<file path="src/rtl/wb_serial_master.sv">
// ---------------------------------------------------------------------------
// wb_serial_master
//
// Wishbone bus master driven by a byte stream (typically a UART rx/tx byte
// interface). A host sends either a write command
//     0x57 'W', 4 address bytes (MSB first), 4 data bytes (MSB first)
// or a read command
//     0x52 'R', 4 address bytes (MSB first)
// and the block runs one 32-bit Wishbone cycle. The result goes back as bytes:
//     write ok   -> 0x4B 'K'
//     read ok    -> 4 read data bytes, MSB first
//     err/timeout-> 0x45 'E'
// Any other byte seen while idle is silently discarded.
//
// Parameters:
//     timeout   cycles wb_cyc_o may stay high without ack/err before the
//               access is abandoned and reported as an error (2..65535)
//
// Ports:
//     clk, reset            system clock, synchronous active-high reset
//     rx_data, rx_avail     incoming byte and its one-cycle valid strobe
//     tx_data, tx_wr        outgoing byte and its one-cycle write strobe
//     tx_busy               transmitter busy, no tx_wr is issued while high
//     wb_adr_o, wb_dat_o    Wishbone address and write data
//     wb_dat_i              Wishbone read data
//     wb_sel_o, wb_we_o     byte selects (always 4'hF) and write enable
//     wb_cyc_o, wb_stb_o    Wishbone cycle and strobe
//     wb_ack_i, wb_err_i    Wishbone acknowledge and error
//     busy                  high whenever a command is being handled
// ---------------------------------------------------------------------------
module wb_serial_master #(
    parameter int timeout = 1024
) (
    input  logic        clk,
    input  logic        reset,
    input  logic [7:0]  rx_data,
    input  logic        rx_avail,
    output logic [7:0]  tx_data,
    output logic        tx_wr,
    input  logic        tx_busy,
    output logic [31:0] wb_adr_o,
    output logic [31:0] wb_dat_o,
    input  logic [31:0] wb_dat_i,
    output logic [3:0]  wb_sel_o,
    output logic        wb_we_o,
    output logic        wb_cyc_o,
    output logic        wb_stb_o,
    input  logic        wb_ack_i,
    input  logic        wb_err_i,
    output logic        busy
);

    localparam logic [7:0]  CMD_WRITE = 8'h57;
    localparam logic [7:0]  CMD_READ  = 8'h52;
    localparam logic [7:0]  RSP_OK    = 8'h4B;
    localparam logic [7:0]  RSP_ERR   = 8'h45;

    // Terminal count of the bus watchdog: the counter starts at 0 on the
    // edge that raises wb_cyc_o, so reaching timeout-1 means wb_cyc_o has
    // been high for exactly 'timeout' cycles when the access is dropped.
    localparam logic [15:0] TMO_LAST  = 16'(timeout - 1);

    typedef enum logic [2:0] {
        IDLE,
        ADDR,
        DATA,
        BUS,
        RESP,
        TXWAIT
    } state_t;

    state_t      state;
    logic [2:0]  byte_cnt;
    logic        is_write;
    logic [31:0] resp_data;
    logic [15:0] tmo_cnt;

    // The whole controller lives in one clocked process so every output is a
    // register. byte_cnt counts received bytes while collecting a command and
    // is reused as the number of response bytes still to send in RESP.
    // The response is held left-aligned in resp_data and shifted out from the
    // top byte, so a single-byte reply and a four-byte read reply share the
    // same transmit path.
    //
    // Transmit pacing: a byte is launched from RESP when tx_busy is low. The
    // following edge (still in RESP, tx_wr high) ends the pulse and either
    // finishes the command or moves to TXWAIT, which burns one more cycle so
    // tx_busy is never sampled before the transmitter has had a chance to
    // raise it. That gives a minimum of three cycles between pulses.
    always_ff @(posedge clk) begin
        if (reset) begin
            state     <= IDLE;
            byte_cnt  <= 3'd0;
            is_write  <= 1'b0;
            resp_data <= 32'h0;
            tmo_cnt   <= 16'h0;
            tx_data   <= 8'h00;
            tx_wr     <= 1'b0;
            wb_adr_o  <= 32'h0;
            wb_dat_o  <= 32'h0;
            wb_sel_o  <= 4'hF;
            wb_we_o   <= 1'b0;
            wb_cyc_o  <= 1'b0;
            wb_stb_o  <= 1'b0;
            busy      <= 1'b0;
        end else begin
            wb_sel_o <= 4'hF;
            case (state)
                IDLE: begin
                    tx_wr <= 1'b0;
                    if (rx_avail && (rx_data == CMD_WRITE || rx_data == CMD_READ)) begin
                        is_write <= (rx_data == CMD_WRITE);
                        byte_cnt <= 3'd0;
                        busy     <= 1'b1;
                        state    <= ADDR;
                    end
                end

                ADDR: begin
                    if (rx_avail) begin
                        wb_adr_o <= {wb_adr_o[23:0], rx_data};
                        if (byte_cnt == 3'd3) begin
                            byte_cnt <= 3'd0;
                            if (is_write) begin
                                state <= DATA;
                            end else begin
                                wb_cyc_o <= 1'b1;
                                wb_stb_o <= 1'b1;
                                wb_we_o  <= 1'b0;
                                tmo_cnt  <= 16'h0;
                                state    <= BUS;
                            end
                        end else begin
                            byte_cnt <= byte_cnt + 3'd1;
                        end
                    end
                end

                DATA: begin
                    if (rx_avail) begin
                        wb_dat_o <= {wb_dat_o[23:0], rx_data};
                        if (byte_cnt == 3'd3) begin
                            byte_cnt <= 3'd0;
                            wb_cyc_o <= 1'b1;
                            wb_stb_o <= 1'b1;
                            wb_we_o  <= 1'b1;
                            tmo_cnt  <= 16'h0;
                            state    <= BUS;
                        end else begin
                            byte_cnt <= byte_cnt + 3'd1;
                        end
                    end
                end

                // Priority here is err, then ack, then watchdog expiry: an
                // ack on the terminal-count cycle still counts as success,
                // while err always turns the result into an error reply.
                BUS: begin
                    if (wb_err_i || (!wb_ack_i && tmo_cnt == TMO_LAST)) begin
                        wb_cyc_o  <= 1'b0;
                        wb_stb_o  <= 1'b0;
                        wb_we_o   <= 1'b0;
                        resp_data <= {RSP_ERR, 24'h0};
                        byte_cnt  <= 3'd1;
                        state     <= RESP;
                    end else if (wb_ack_i) begin
                        wb_cyc_o  <= 1'b0;
                        wb_stb_o  <= 1'b0;
                        wb_we_o   <= 1'b0;
                        resp_data <= is_write ? {RSP_OK, 24'h0} : wb_dat_i;
                        byte_cnt  <= is_write ? 3'd1 : 3'd4;
                        state     <= RESP;
                    end else begin
                        tmo_cnt <= tmo_cnt + 16'd1;
                    end
                end

                RESP: begin
                    if (tx_wr) begin
                        tx_wr     <= 1'b0;
                        resp_data <= {resp_data[23:0], 8'h00};
                        byte_cnt  <= byte_cnt - 3'd1;
                        if (byte_cnt == 3'd1) begin
                            busy  <= 1'b0;
                            state <= IDLE;
                        end else begin
                            state <= TXWAIT;
                        end
                    end else if (!tx_busy) begin
                        tx_data <= resp_data[31:24];
                        tx_wr   <= 1'b1;
                    end
                end

                TXWAIT: begin
                    tx_wr <= 1'b0;
                    state <= RESP;
                end

                default: begin
                    state <= IDLE;
                end
            endcase
        end
    end

endmodule

</file>
<file path="config.mk">
export PLATFORM = sky130hd
export DESIGN_NAME = wb_serial_master
export DESIGN_NICKNAME = d
export VERILOG_FILES = /design/src/rtl/wb_serial_master.sv
export SDC_FILE = /design/constraint.sdc
export NUM_CORES = 1
export LEC_CHECK = 0
export CORE_ASPECT_RATIO = 0.75
export CORE_UTILIZATION = 54
export CTS_CLUSTER_DIAMETER = 150
export DETAILED_ROUTE_END_ITERATION = 12
export PLACE_DENSITY = 0.86
export SLEW_MARGIN = 20
export SYNTH_ARGS = -nofsm -noshare
export SYNTH_HDL_FRONTEND = slang
export SYNTH_SLANG_ARGS = --single-unit
</file>
<file path="constraint.sdc">
create_clock -name clk -period 4.95 [get_ports clk]
set_input_delay 0.99 -clock clk [delete_from_list [all_inputs] [get_ports clk]]
set_output_delay 0.99 -clock clk [all_outputs]
set_load 0.005 [all_outputs]
</file>
Word level (Yosys, flattened, before mapping):

Index checks and enable logic that the tools add are counted.

* add/subtract/negate cells: 3
* equal/unequal tests: 22
* muxes and demuxes: 51
* bitwise logic cells: 2
* reduce and logical (&&, ||, !) cells: 23

Operators with widths (number)
* 32-bit 2-to-1 mux: 4
* 16-bit 2-to-1 mux: 7
* 32-bit one-hot mux with 2 select lines: 1
* 3-bit 2-to-1 mux: 16
* 16-bit one-hot mux with 3 select lines: 1
* 2-bit inequality test (second input constant): 10
* 3-bit one-hot mux with 6 select lines: 1
* 16-bit by 1-bit adder with 16-bit output (second input constant): 1
* 16-bit by 10-bit == test with 1-bit output (second input constant): 1
* 8-bit by 7-bit == test with 1-bit output (second input constant): 2
* 1-bit 2-to-1 mux: 16
* 7-bit AND reduction: 2
* 3-bit one-hot mux with 4 select lines: 1
* 3-bit by 2-bit == test with 1-bit output (second input constant): 3
* 8-bit AND reduction: 1
* 3-bit by 1-bit == test with 1-bit output (second input constant): 2
* 3-bit == test (second input constant): 2
* 1-bit one-hot mux with 3 select lines: 2
* 2-bit AND reduction: 3
* 3-bit AND reduction: 2
* 2-bit nonzero test: 3
* 5-bit AND reduction: 1
* 1-bit one-hot mux with 2 select lines: 2
* 4-bit AND reduction: 1
* other kinds (12): 16

* flip-flop bits (word level): 131
* input bits: 46
* output and inout port bits: 81
* word-level logic and storage cells: 113

Logic depth before layout (Yosys ltp):

* word-level depth: 5
* mapped depth: 8
* depth with buffers taken out: 7

Worst setup path after synthesis:

OpenSTA, ideal clock, no wires.

* path type: input -> register
* start point: in rx_data[5]
* end point: reg state[1]
* setup time: 0.086 ns
* arrival: 2.126 ns
* data required time: 4.864 ns
* setup slack: 2.738 ns
* stages on the path: 5
* path buffers: 0
* cells stage by stage: nor4bb_1 a41oi_1 a211oi_1 a21oi_1 a211oi_1

* cells in the longest elaborated chain, start to end: 5
* elaborated cells between the ends (all ways): 6
* classes of those cells: eq/ne: 3; reduce/logical: 3

Ends and longest elaborated chain
* start, declared: line 36 `input logic [7:0] rx_data,`
* 8-bit by 7-bit == test with 1-bit output: line 111 `if (rx_avail && (rx_data == CMD_WRITE || rx_data == CMD_READ)) begin`
* 1-bit logical OR *: line 111
* 1-bit logical AND *: line 111
* 2-bit inequality test (no source line) *
* 7-bit AND reduction (no source line) *
* end signal, assigned: line 115 `state <= ADDR;`
* end signal, assigned: line 125 `state <= DATA;`
* end signal, assigned: line 131 `state <= BUS;`
* end, declared: line 72 `state_t state;`

Every way passes the cells marked *; elsewhere a longest branch is shown, timed or not.
A chain may end at the register's enable or synchronous reset.

Final worst setup path:

* start point: reg state[2]
* end point: reg resp_data[27]

* cells in the longest elaborated chain, start to end: 3
* elaborated cells between the ends (all ways): 7
* classes of those cells: eq/ne: 4; mux: 1; reduce/logical: 2

Ends and longest elaborated chain
* start signal, assigned: line 92 `state <= IDLE;`
* start signal, assigned: line 115
* start signal, assigned: line 125
* 3-bit by 2-bit == test with 1-bit output or 3-bit == test (tied branches): line 108 `case (state)`
* 3-bit inequality test (no source line) (tied with other cells)
* 3-bit AND reduction (no source line)
* end signal, assigned: line 163 `resp_data <= {RSP_ERR, 24'h0};`
* end signal, assigned: line 170 `resp_data <= is_write ? {RSP_OK, 24'h0} : wb_dat_i;`
* end signal, assigned: line 181 `resp_data <= {resp_data[23:0], 8'h00};`
* end, declared: line 75 `logic [31:0] resp_data;`

Several ways; a longest one is shown, not always the timed one.

==> results.yml <==
global_routing:
  grt_max_degree: 68
  antenna_found_initial: 0
  grt-ovfl-total: 0
  first_global_vias: 5274
  grt_pass1_wl_um: 25200
  grt_use_total_pct: 28.8
route:
  avgRoutedWirePerCell_um: 16.6
  num_vias: 5487
  routed_wl_um: 15300
  drt-initial-drc-count: 483
  ant_nets: 0
  viasPerCell: 5.96
  drc_errors: 0
  first_pass_iters: 6
clock_network:
  cts_resized: 0
  postCtsSetupBuffers: 0
  clk_latency_ns: 0.42
  htree_levels: 4
  cts.clk_slew.worst_paths_ns: 0.06
  cts_buffers: 17
  cts_tree: "done"
  hold_buffers: 0
  cts.sinks: 131
  cts_buffer_depth: 2
  root_buffer: "clkbuf_16"
finish:
  area_growth_syn_to_layout_pct: 31.7
  final_cell_count_no_fill: 921
  fin_nets: 822
  drive_gt1_share_pct: 6.75
  final_cell_mix: "nand2_1 (147), dfxtp_1 (131), clkdlybuf4s50_1 (121)"
  finalInstanceArea_mm2: 0.00748
  num_antenna_cells: 0
  final_common_cell: "nand2_1"
sta:
  layout_worst_path_cycle_share_pct: 64.1
  timing.fmax_mhz: 315
  rsz0062_at_grt: "false"
  finClkSkew_ns: 0.00742
  setup-tns-final_ns: 0
  finalHoldViolations: 0
  slew_violations: 0
  worst_pin_slew_ns: 1.04
  min_period_ns: 3.17
  slew_headroom_pct: 29.9
  setup_violations: 0
  holdWs_ns: 0.454
placement:
  dpl.cell_count: 888
  placed_area_mm2: 0.00683
  portBuffers: 122
  dp_hpwl_um: 9940
  gp_congestion: 0.841
worst_setup_path:
  cp_max_fo: 25
  crit_path_end_kind: "flip-flop"
  worstPathArrival_ns: 3.43
  cp-start-kind: "flip-flop"
  worstSetupPathType: "flip-flop to flip-flop"
  required_ns: 5.20
floorplan:
  core_mm2: 0.0102
  start_util_pct: 55.4
  die_w_um: 120
  die_area_mm2: 0.0109
  fp-row-count: 32
  ios: 127
  die-height_um: 90.8
logic_synthesis:
  synth_warnings: 0
  synth-seq-cells: 131
  async_flop_share_pct: 0
  ys_seq_area_share_pct: 46.2
  syn_inst: 688
  yosys.cell_types.count: 58
  syn-cell-area_mm2: 0.00568
  synthFlopType: "dfxtp_1"
  synth_area_per_cell_um2: 8.25
  synth-edff-count: 0
power_and_ir_drop:
  peakVddDrop_mv: 0.235
  powerDensity_mw_per_mm2: 365
  leakagePower_nw: 2.45
status:
  status: "finished clean"
hold_path:
  worstHoldPathType: "flip-flop to flip-flop"
flow_run:
  maxCapViolations: 0
==> cell type report <==
| type | instances | area (µm²) |
|---|---|---|
| Inverter | 7 | 26.3 |
| Clock inverter | 14 | 200 |
| Tap cell | 136 | 170 |
| Sequential cell | 131 | 2620 |
| Timing Repair Buffer | 126 | 1290 |
| Clock buffer | 18 | 439 |
| Fill cell | 770 | 2770 |
| Multi-Input combinational cell | 489 | 2730 |
==> through the flow <==
| stage | utilization (%) | power, W | setup slack (ns) |
|---|---|---|---|
| floorplan | - | 0.00130 | 2.74 |
| global placement | 66.1 | 0.00137 | 1.57 |
| detailed placement | 66.6 | 0.00139 | 1.62 |
| CTS | 72.8 | 0.00273 | 1.82 |
| global route | 73.0 | 0.00282 | 1.51 |
| finish | 73.0 | 0.00273 | 1.78 |
==> worst paths after layout <==
kind	start	endpoint	slack, ns	cells past startpoint
worst max-delay path	state[2]	resp_data[27]	1.78	5
worst min-delay path	wb_dat_o[29]	wb_dat_o[29]	0.45	2
worst max register to register	state[2]	resp_data[27]	1.78	5
worst min register to register	wb_dat_o[29]	wb_dat_o[29]	0.45	2
==> synth_stat cells, types with 2 or more instances <==
cell type	count	area, µm²
a211oi_1	28	210
a21o_1	3	22.5
a21oi_1	98	490
a22oi_1	19	143
a311oi_1	2	17.5
a31oi_1	2	12.5
and2_1	2	12.5
and3_1	4	25.0
buf_2	11	55.1
buf_4	13	97.6
buf_6	3	33.8
clkbuf_1	35	131
clkbuf_2	2	10.0
dfxtp_1	131	2620
ha_1	4	50.1
inv_1	7	26.3
mux2i_1	12	120
nand2_1	147	552
nand2_2	2	12.5
nand2b_1	2	12.5
nand3_1	17	85.1
nand3b_1	2	15.0
nand4_1	11	68.8
nor2_1	18	67.6
nor2b_1	6	37.5
nor3_1	28	140
nor4_1	4	25.0
nor4bb_1	4	40.0
o21ai_0	14	70.1
o2bb2ai_1	2	17.5
o31ai_1	11	82.6
or2_2	2	12.5
or3_1	7	43.8
or4_1	10	75.1
xnor2_1	2	17.5
==> sequential cells by signal (all words and copies together), names as in the netlist <==
register	cells
tx_data	8
wb_we_o	1
busy	1
tmo_cnt	16
byte_cnt	3
is_write	1
wb_stb_o	1
resp_data	32
wb_adr_o	32
tx_wr	1
state	3
wb_dat_o	32
==> per-layer routing <==
| layer | global-route usage (%) | share of wire, % | vias to the layer above | routed length, µm |
|---|---|---|---|---|
| met1 | 35.7 | 42 | 2612 | 6390 |
| li1 | - | - | 2612 | - |
| met2 | 47.5 | 49 | 223 | 7480 |
| met5 | 0 | 0 | - | 0 |
| met3 | 7.58 | 7.2 | 40 | 1110 |
| met4 | 11.4 | 2.1 | 0 | 327 |
==> worst max-delay path, stage by stage, from the launching register on <==
cell,delay (ns)
dfxtp_1,0.59
inv_1,0.23
nor3_4,0.86
nand2_1,0.46
nand2_1,0.70
a311oi_1,0.18
==> kinds of logic after synthesis <==
logic type | synth area share, %
other | 0.0660
XOR/XNOR | 0.308
AND/OR/NAND/NOR | 24.5
adder cells (fa/ha/maj) | 0.881
AO/OA/AOI/OAI | 19.7
flip-flops | 46.2
multiplexers | 2.12
buffers and inverters | 6.23
==> power by group <==
part / internal, W / switching [W] / total, W
clock: 0.000862 / 0.000487 / 0.00135
combinational: 0.000116 / 0.000147 / 0.000262
sequential: 0.00108 / 0.0000380 / 0.00112
total: 0.00206 / 0.000671 / 0.00273
Note: power is estimated with default switching activity, not from simulation.
